[src/rtl/picomips_pkg.sv]
// Shared types for the picoMips controller: opcode and state encodings,
// instruction field positions and the per-opcode control decode.
package picomips_pkg;

  localparam int OPC_MSB = 15;
  localparam int OPC_LSB = 12;
  localparam int REG_MSB = 11;
  localparam int REG_LSB = 8;
  localparam int IMM_MSB = 7;
  localparam int IMM_LSB = 0;

  typedef enum logic [3:0] {
    OP_NOP   = 4'h0,
    OP_LDI   = 4'h1,
    OP_LDSW  = 4'h2,
    OP_LDR   = 4'h3,
    OP_ADDI  = 4'h4,
    OP_ADDR  = 4'h5,
    OP_MULI  = 4'h6,
    OP_STR   = 4'h7,
    OP_BRA   = 4'h8,
    OP_BZ    = 4'h9,
    OP_BNEG  = 4'hA,
    OP_WAITB = 4'hB,
    OP_HALT  = 4'hF
  } opcode_t;

  typedef enum logic [2:0] {
    FETCH,
    EXEC,
    WAITP,
    WAITR,
    HALT
  } state_t;

  typedef struct packed {
    logic we;
    logic reg_we;
    logic sel_imm;
    logic sel_sw;
    logic sel_reg;
    logic use_mul;
    logic use_acc;
  } ctrl_t;

  // Control pattern of one opcode; reserved codes (C..E) fall through as NOP.
  function automatic ctrl_t decode_ctrl(input logic [3:0] opc);
    ctrl_t c;
    c = '0;
    case (opc)
      OP_LDI:  begin c.we = 1'b1; c.sel_imm = 1'b1; end
      OP_LDSW: begin c.we = 1'b1; c.sel_sw  = 1'b1; end
      OP_LDR:  begin c.we = 1'b1; c.sel_reg = 1'b1; end
      OP_ADDI: begin c.we = 1'b1; c.sel_imm = 1'b1; c.use_acc = 1'b1; end
      OP_ADDR: begin c.we = 1'b1; c.sel_reg = 1'b1; c.use_acc = 1'b1; end
      OP_MULI: begin c.we = 1'b1; c.use_mul = 1'b1; c.use_acc = 1'b1; end
      OP_STR:  c.reg_we = 1'b1;
      default: ;
    endcase
    return c;
  endfunction

endpackage

[src/rtl/picomips_if.sv]
// Controller-side bus of picoMips: ROM address/data, ALU controls and
// register-file port. master = controller, slave = datapath + ROM.
interface picomips_if #(
  parameter int PC_W    = 8,
  parameter int INSTR_W = 16
);
  logic [PC_W-1:0]    PC;
  logic [INSTR_W-1:0] Instr;
  logic [7:0]         ACC;
  logic [7:0]         Imm;
  logic [3:0]         RegAddr;
  logic               RegWE;
  logic               WE;
  logic               SelImm;
  logic               SelSW;
  logic               SelReg;
  logic               UseMul;
  logic               UseACC;
  logic               Halted;

  modport master (
    output PC, Imm, RegAddr, RegWE, WE, SelImm, SelSW, SelReg, UseMul, UseACC, Halted,
    input  Instr, ACC
  );

  modport slave (
    input  PC, Imm, RegAddr, RegWE, WE, SelImm, SelSW, SelReg, UseMul, UseACC, Halted,
    output Instr, ACC
  );
endinterface

[src/rtl/picomips_btn_sync.sv]
// Two-flop synchroniser for the asynchronous push-button input.
module btn_sync (
  input  logic Clock,
  input  logic nReset,
  input  logic d,
  output logic q
);
  logic meta;

  // NOTE: clocked state uses non-blocking assignments so meta->q shifts by one stage per edge.
  always_ff @(posedge Clock or negedge nReset) begin
    if (!nReset) begin
      meta <= 1'b0;
      q    <= 1'b0;
    end else begin
      meta <= d;
      q    <= meta;
    end
  end
endmodule

[src/rtl/picomips_ctrl.sv]
// picoMips sequencer: FETCH/EXEC instruction loop with branch evaluation on ACC,
// a push-button wait handshake and a terminal HALT state.
module picomips_ctrl
  import picomips_pkg::*;
#(
  parameter int PC_W    = 8,
  parameter int INSTR_W = 16
) (
  input  logic       Clock,
  input  logic       nReset,
  input  logic       Btn,
  picomips_if.master bus
);

  state_t             state;
  logic [PC_W-1:0]    pc;
  logic [INSTR_W-1:0] ir;
  logic               btn_s;
  logic [3:0]         opc;
  logic [7:0]         imm;
  logic [PC_W-1:0]    pc_inc;
  logic [PC_W-1:0]    target;
  ctrl_t              ctl;

  btn_sync u_btn_sync (
    .Clock  (Clock),
    .nReset (nReset),
    .d      (Btn),
    .q      (btn_s)
  );

  assign opc    = ir[OPC_MSB:OPC_LSB];
  assign imm    = ir[IMM_MSB:IMM_LSB];
  assign pc_inc = pc + PC_W'(1);
  assign target = PC_W'(imm);

  always_ff @(posedge Clock or negedge nReset) begin
    if (!nReset) begin
      state <= FETCH;
      pc    <= '0;
      ir    <= '0;
    end else begin
      unique case (state)
        FETCH: begin
          ir    <= bus.Instr;
          state <= EXEC;
        end
        EXEC: begin
          state <= FETCH;
          pc    <= pc_inc;
          // ACC seen here is the previous instruction's settled result.
          case (opc)
            OP_BRA:   pc <= target;
            OP_BZ:    if (bus.ACC == 8'h00) pc <= target;
            OP_BNEG:  if (bus.ACC[7]) pc <= target;
            OP_WAITB: begin
              pc    <= pc;
              state <= WAITP;
            end
            OP_HALT:  begin
              pc    <= pc;
              state <= HALT;
            end
            default:  ;
          endcase
        end
        WAITP: if (btn_s) state <= WAITR;
        WAITR: begin
          if (!btn_s) begin
            pc    <= pc_inc;
            state <= FETCH;
          end
        end
        HALT:    ;
        default: state <= FETCH;
      endcase
    end
  end

  // Enables exist only in EXEC; IR and state reset asynchronously, so they drop with nReset.
  // NOTE: the default assignment first keeps this always_comb free of inferred latches.
  always_comb begin
    ctl = '0;
    if (state == EXEC) ctl = decode_ctrl(opc);
  end

  assign bus.PC      = pc;
  assign bus.Imm     = imm;
  assign bus.RegAddr = ir[REG_MSB:REG_LSB];
  assign bus.WE      = ctl.we;
  assign bus.RegWE   = ctl.reg_we;
  assign bus.SelImm  = ctl.sel_imm;
  assign bus.SelSW   = ctl.sel_sw;
  assign bus.SelReg  = ctl.sel_reg;
  assign bus.UseMul  = ctl.use_mul;
  assign bus.UseACC  = ctl.use_acc;
  assign bus.Halted  = (state == HALT);

endmodule

[src/flat_wrapper.sv]
// flat-port wrapper written by rule: the top's interface ports become plain ports
module picomips_ctrl_flat import picomips_pkg::*;
#(
  parameter int PC_W    = 8,
  parameter int INSTR_W = 16
)
  (Clock, nReset, Btn, bus_PC, bus_Imm, bus_RegAddr, bus_RegWE, bus_WE, bus_SelImm, bus_SelSW, bus_SelReg, bus_UseMul, bus_UseACC, bus_Halted, bus_Instr, bus_ACC);
  picomips_if #(.PC_W(PC_W), .INSTR_W(INSTR_W)) bus_i ();
  input  logic Clock;
  input  logic nReset;
  input  logic Btn;
  output wire logic [$bits(bus_i.PC)-1:0] bus_PC;
  output wire logic [$bits(bus_i.Imm)-1:0] bus_Imm;
  output wire logic [$bits(bus_i.RegAddr)-1:0] bus_RegAddr;
  output wire logic [$bits(bus_i.RegWE)-1:0] bus_RegWE;
  output wire logic [$bits(bus_i.WE)-1:0] bus_WE;
  output wire logic [$bits(bus_i.SelImm)-1:0] bus_SelImm;
  output wire logic [$bits(bus_i.SelSW)-1:0] bus_SelSW;
  output wire logic [$bits(bus_i.SelReg)-1:0] bus_SelReg;
  output wire logic [$bits(bus_i.UseMul)-1:0] bus_UseMul;
  output wire logic [$bits(bus_i.UseACC)-1:0] bus_UseACC;
  output wire logic [$bits(bus_i.Halted)-1:0] bus_Halted;
  input wire logic [$bits(bus_i.Instr)-1:0] bus_Instr;
  input wire logic [$bits(bus_i.ACC)-1:0] bus_ACC;
  assign bus_PC = bus_i.PC;
  assign bus_Imm = bus_i.Imm;
  assign bus_RegAddr = bus_i.RegAddr;
  assign bus_RegWE = bus_i.RegWE;
  assign bus_WE = bus_i.WE;
  assign bus_SelImm = bus_i.SelImm;
  assign bus_SelSW = bus_i.SelSW;
  assign bus_SelReg = bus_i.SelReg;
  assign bus_UseMul = bus_i.UseMul;
  assign bus_UseACC = bus_i.UseACC;
  assign bus_Halted = bus_i.Halted;
  assign bus_i.Instr = bus_Instr;
  assign bus_i.ACC = bus_ACC;
  picomips_ctrl #(.PC_W(PC_W), .INSTR_W(INSTR_W)) u_core (.Clock(Clock), .nReset(nReset), .Btn(Btn), .bus(bus_i));
endmodule
[config.mk]
export PLATFORM = sky130hd
export DESIGN_NAME = picomips_ctrl_flat
export DESIGN_NICKNAME = d
export VERILOG_FILES = /design/src/rtl/picomips_pkg.sv /design/src/rtl/picomips_if.sv /design/src/rtl/picomips_btn_sync.sv /design/src/rtl/picomips_ctrl.sv /design/src/flat_wrapper.sv
export SDC_FILE = /design/constraint.sdc
export NUM_CORES = 1
export LEC_CHECK = 0
export ABC_AREA = 1
export ABC_CLOCK_PERIOD_IN_PS = 1850
export CAP_MARGIN = 20
export CORE_MARGIN = 3
export CORE_UTILIZATION = 46
export CTS_CLUSTER_SIZE = 25
export DETAILED_ROUTE_END_ITERATION = 8
export GPL_ROUTABILITY_DRIVEN = 0
export PLACE_DENSITY = 0.79
export SETUP_SLACK_MARGIN = 0.4
export SYNTH_ARGS = -nofsm -noshare
export SYNTH_HDL_FRONTEND = slang
export SYNTH_HIERARCHICAL = 1
export SYNTH_SLANG_ARGS = --single-unit
[constraint.sdc]
create_clock -name Clock -period 1.85 [get_ports Clock]
set_input_delay 0.37 -clock Clock [delete_from_list [all_inputs] [get_ports Clock]]
set_output_delay 0.37 -clock Clock [all_outputs]
set_load 0.02 [all_outputs]
After elaboration in Yosys (flattened, before gate mapping)
Cells that the tools add are included.
{"block": "totals", "ff_bits": 29, "output_inout_bits": 28, "word_cells": 53, "in_bits": 27}
{"block": "classes", "n_addsub": 1, "bitwise_logic": 1, "mux": 17, "reduce_logical": 10, "n_eq_ne": 19}
{"operator": "case mux 8 bit (4 select lines)", "count": 1}
{"operator": "2-to-1 mux 8 bit", "count": 3}
{"operator": "equality test 4 bit, second input constant", "count": 5}
{"operator": "equality test 4 x 3 -> 1 bit, second input constant", "count": 4}
{"operator": "case mux 8 bit (2 select lines)", "count": 1}
{"operator": "case mux 3 bit (5 select lines)", "count": 1}
{"operator": "adder 8 x 1 -> 8 bit, second input constant", "count": 1}
{"operator": "equality test 4 x 2 -> 1 bit, second input constant", "count": 2}
{"operator": "logical NOT 8 bit", "count": 1}
{"operator": "2-to-1 mux 1 bit", "count": 7}
{"operator": "2-to-1 mux 7 bit", "count": 1}
{"operator": "equality test 3 x 2 -> 1 bit, second input constant", "count": 2}
{"operator": "2-to-1 mux 3 bit", "count": 2}
{"operator": "inequality test 2 bit, second input constant", "count": 3}
{"operator": "case mux 3 bit (2 select lines)", "count": 1}
{"operator": "AND reduction 3 bit", "count": 2}
{"operator": "OR reduction 2 bit", "count": 3}
{"operator": "OR reduction 6 bit", "count": 1}
{"operator": "equality test 4 x 1 -> 1 bit, second input constant", "count": 1}
{"operator": "equality test 3 x 1 -> 1 bit, second input constant", "count": 1}
{"operator": "equality test 3 bit, second input constant", "count": 1}
{"operator": "logical NOT 3 bit", "count": 1}
{"operator": "OR reduction 3 bit", "count": 1}
{"operator": "nonzero test 2 bit", "count": 1}
{"operator": "NOT 1 bit", "count": 1}

Depth between registers and ports, before layout
{"block": "logic_depth", "ltp_word": 4, "mapped_depth": 11, "mapped_depth_nobuf": 11}

Modules after synthesis
The synthesis kept the hierarchy.
{"module": "picomips_ctrl", "area_per_inst_um2": 1680.4, "instances": 1, "cells_per_inst": 236}
{"module": "btn_sync", "area_per_inst_um2": 50.0, "instances": 1, "cells_per_inst": 2}

Worst setup path before layout
OpenSTA, ideal clock, no wires.
{"block": "synth_path", "kind": "reg-to-output", "start": "register u_core.state[1]", "end": "output port bus_SelSW", "arrival_ns": 1.281, "t_required_ns": 1.480, "path_stages_with_launch": 4, "slack_ns": 0.199, "cell_sequence": "dfrtp_1 nor2_2 nand2_2 nor4_1"}
{"block": "synth_between", "elab_chain_cells": 2}
{"element": "start, declared", "line_no": "picomips_ctrl.sv:15", "rtl": "state_t state;"}
{"element": "start signal, assigned", "line_no": "picomips_ctrl.sv:39", "rtl": "state <= FETCH;"}
{"element": "start signal, assigned", "line_no": "picomips_ctrl.sv:46", "rtl": "state <= EXEC;"}
{"element": "start signal, assigned", "line_no": "picomips_ctrl.sv:49", "rtl": "state <= FETCH;"}
{"element": "equality test 3 x 1 -> 1 bit", "line_no": "picomips_ctrl.sv:84", "rtl": "if (state == EXEC) ctl = decode_ctrl(opc);"}
{"element": "2-to-1 mux 7 bit", "line_no": "picomips_ctrl.sv:84"}
{"element": "end, declared", "line_no": "flat_wrapper.sv:18", "rtl": "output wire logic [$bits(bus_i.SelSW)-1:0] bus_SelSW;"}
Every way passes these cells.

Final worst setup path
{"block": "layout_path", "start": "register u_core.ir[13]", "end": "output port bus_SelImm"}
{"block": "layout_between", "elab_chain_cells": 4, "word_cells_on_any_way": 5, "cone_classes": "eq/ne (2); mux (2); reduce/logical (1)"}
{"element": "start, declared", "line_no": "picomips_ctrl.sv:17", "rtl": "logic [INSTR_W-1:0] ir;"}
{"element": "start signal, assigned", "line_no": "picomips_ctrl.sv:45", "rtl": "ir <= bus.Instr;"}
{"element": "equality test 4 x 1 -> 1 bit or equality test 4 x 3 -> 1 bit (tied branches)", "line_no": "picomips_pkg.sv:50", "rtl": "case (opc)"}
{"element": "OR reduction 2 bit (no line) (*)"}
{"element": "2-to-1 mux 1 bit (*)", "line_no": "picomips_pkg.sv:50"}
{"element": "2-to-1 mux 7 bit (*)", "line_no": "picomips_ctrl.sv:84"}
{"element": "end, declared", "line_no": "flat_wrapper.sv:17", "rtl": "output wire logic [$bits(bus_i.SelImm)-1:0] bus_SelImm;"}
Every way passes the cells marked *; elsewhere a longest branch is shown, timed or not.

==> flow_summary.ini <==
[routing]
ant_nets = 0
num_vias = 1845
wire_per_inst_um = 14.38
vias_per_cell = 5.083
remaining_drc_errors = 0
drt_first_pass_iters = 4
drt_iter0_drc = 142
wl_um = 5220

[setup_path]
cp_num_buf_inv = 3
worstPathRequired_ns = 1.48
cp_max_fo = 4
cp_cell_sequence = inv_4 > nand2_2 > inv_2 > nand2_1 > a21oi_2 > buf_4
start_kind = flop
cp.arrival_ns = 1.37
path_delay_family = flip-flops
critical_path_class = reg -> out
max_stage_delay_ns = 0.46
slowest_stage = dfrtp_2
end_kind = primary output

[grt]
grt_pass1_wl_um = 7507
grtUsageMet1_pct = 25.68
grt_pass1_vias = 1742
grt_antenna_before_repair = 0
busiest_layer = met2
grt_max_degree = 30
met2_usage_pct = 37.67
grtUsageTotal_pct = 22.39
grt.met3_usage_pct = 7.654
grt_overflow = 0

[pwr]
p_sw_uw = 2575
p_int_uw = 3012
power_frac_comb_pct = 64.5
vdd_drop_max_mv = 1.080
swShare_pct = 46.09
cellPowerDensity_nw_per_um2 = 2002
p_seq_share_pct = 21.3
clkPwrFrac_pct = 14.2
leakagePower_uw = 0.001356

[timing]
layout_min_cycle_time_ns = 1.742
slew_violations = 0
rsz0062_at_grt = yes
finalWorstSetupSlack_ns = 0.1082
slew_headroom_pct = 75.32
hold_viol = 0
fin_tns_setup_ns = 0
tightest_slew_ns = 0.3702
setup_viol = 0
hold_slack_ns = 0.3462
max_freq_mhz = 574.1
post-route-period-util_pct = 94.15
finClkSkew_ns = 0.006755

[cts]
cts_num_sinks = 29
cts_tree = done
numCtsBuffers = 5
ctsHtreeMaxLevel = 2
cts_max_path_buffers = 2
clk_pin_slew_ns = 0.07
hold_buffers = 0
cts-root-buf = clkbuf_8
clk_latency_ns = 0.29

[die]
rows = 21
die_y_um = 67.34
die-area_um2 = 4534
coreArea_um2 = 3468
die_width_um = 67.34
start_util_pct = 49.89
io-pin-count = 55

[final_layout]
nets = 344
fin_area_um2 = 2790
final_cell_count_no_fill = 363
syn2layout_area_growth_pct = 61.24
drive_gt1_share_pct = 37.85
antennaDiodeCount = 0

[synth]
syn_avg_cell_area_um2 = 7.271
syn_nets = 266
yosysSeqAreaShare_pct = 41.94
synth_seq_cells = 29
synthCells = 238
synth.distinct_cells = 27
syn_area_um2 = 1730
yosys_warnings = 6

[placement]
place_hpwl_um = 3095
place_inst = 343
dp_slack_ns = -0.08669
port_buffers = 54
dpl_cell_area_um2 = 2392

[worst_hold_path]
min_path_type = reg -> reg

[outcome]
status = complete, no violations

[flow_run]
drv_cap = 0
-- cells in the final DEF, fill, tap and decap left out, drive strengths merged --
| master | netlist | layout |
|---|---|---|
| a21oi | 16 | 16 |
| a31oi | 2 | 2 |
| buf | 15 | 40 |
| bufinv | 0 | 2 |
| clkbuf | 0 | 8 |
| clkdlybuf4s15 | 0 | 3 |
| clkdlybuf4s50 | 0 | 26 |
| clkinv | 1 | 2 |
| dfrtp | 29 | 29 |
| dlygate4sd2 | 0 | 14 |
| ha | 1 | 1 |
| inv | 29 | 29 |
| mux2 | 4 | 4 |
| nand2 | 60 | 60 |
| nand3 | 9 | 9 |
| nand4 | 1 | 1 |
| nor2 | 61 | 61 |
| nor3 | 2 | 2 |
| nor4 | 1 | 1 |
| o21ai | 1 | 1 |
| o31ai | 1 | 1 |
| o32ai | 1 | 1 |
| xnor2 | 3 | 3 |
| xor2 | 1 | 1 |
-- state kept, by name, indices dropped and copies added, names as in the netlist --
| name | cells |
|---|---|
| u_core/state | 3 |
| u_core/ir | 16 |
| u_core/u_btn_sync/meta | 1 |
| u_core/u_btn_sync/q | 1 |
| u_core/bus.PC | 8 |
-- cells by family after synthesis --
logic type      after synthesis  synth area share, %
compound gates               21                7.231
xor+xnor                      4                2.025
fa+ha+maj                     1               0.7230
buf+inv                      45                13.02
flops                        29                41.94
mux                           4                2.603
simple gates                134                32.47
-- cells in the mapped netlist, drive strengths merged --
library cell,instances,area [um^2]
a21oi,16,91.34
a31oi,2,12.51
buf,15,111.4
clkinv,1,5.000
dfrtp,29,725.7
ha,1,12.51
inv,29,108.9
mux2,4,45.04
nand2,60,240.2
nand3,9,55.05
nand4,1,6.260
nor2,61,244.0
nor3,2,10.01
nor4,1,6.260
o21ai,1,5.000
o31ai,1,7.510
o32ai,1,8.760
xnor2,3,26.28
xor2,1,8.760
-- stage by stage --
step	utilization (%)	total power, uW
6_report	80.45	5587
4_1_cts	75.65	5067
3_5_place_dp	68.98	4046
3_3_place_gp	68.98	3989
2_1_floorplan	-	3085
5_1_grt	80.45	5949
-- layer usage --
| metal | wire length [um] | vias up |
|---|---|---|
| met1 | 2033 | 851 |
| met2 | 2597 | 86 |
| met3 | 366 | 26 |
| li1 | - | 882 |
| met4 | 223 | 0 |
| met5 | 0 | - |
-- area by class of cell --
cell class | count | area (um^2)
sequential | 29 | 729.5
timing repair buffer | 86 | 762.0
fill | 228 | 678.2
clock inverter | 3 | 65.06
tap | 46 | 57.56
clock buffer | 5 | 68.82
multi-input combinational | 164 | 988.4
inverter | 30 | 118.9
-- final timing paths --
check | startpoint | endpoint | slack, ns | cells past startpoint
worst max-delay path | u_core/ir[13] | bus_SelImm | 0.11 | 6
worst min-delay path | u_core/u_btn_sync/meta | u_core/u_btn_sync/q | 0.35 | 0
worst max register to register | u_core/ir[14] | u_core/bus.PC[5] | 0.19 | 10
worst min register to register | u_core/u_btn_sync/meta | u_core/u_btn_sync/q | 0.35 | 0
max in group asynchronous | nReset | u_core/bus.PC[0] | 1.10 | 2
min in group asynchronous | nReset | u_core/ir[9] | 0.46 | 2
-- power groups by stage --
stage	registers, uW	clock network (uW)	logic, uW
floorplan	1250	0	1830
global placement	1150	0	2840
detailed placement	1160	0	2890
CTS	1150	811	3100
global route	1230	848	3870
finish	1190	794	3600
-- what timing repair did --
action,4_1_cts,5_1_grt
resized for setup,91,48
buffers inserted,6,6
pin swaps,11,16
setup endpoints to repair,48,34
Note: power is estimated with default switching activity, not from simulation.
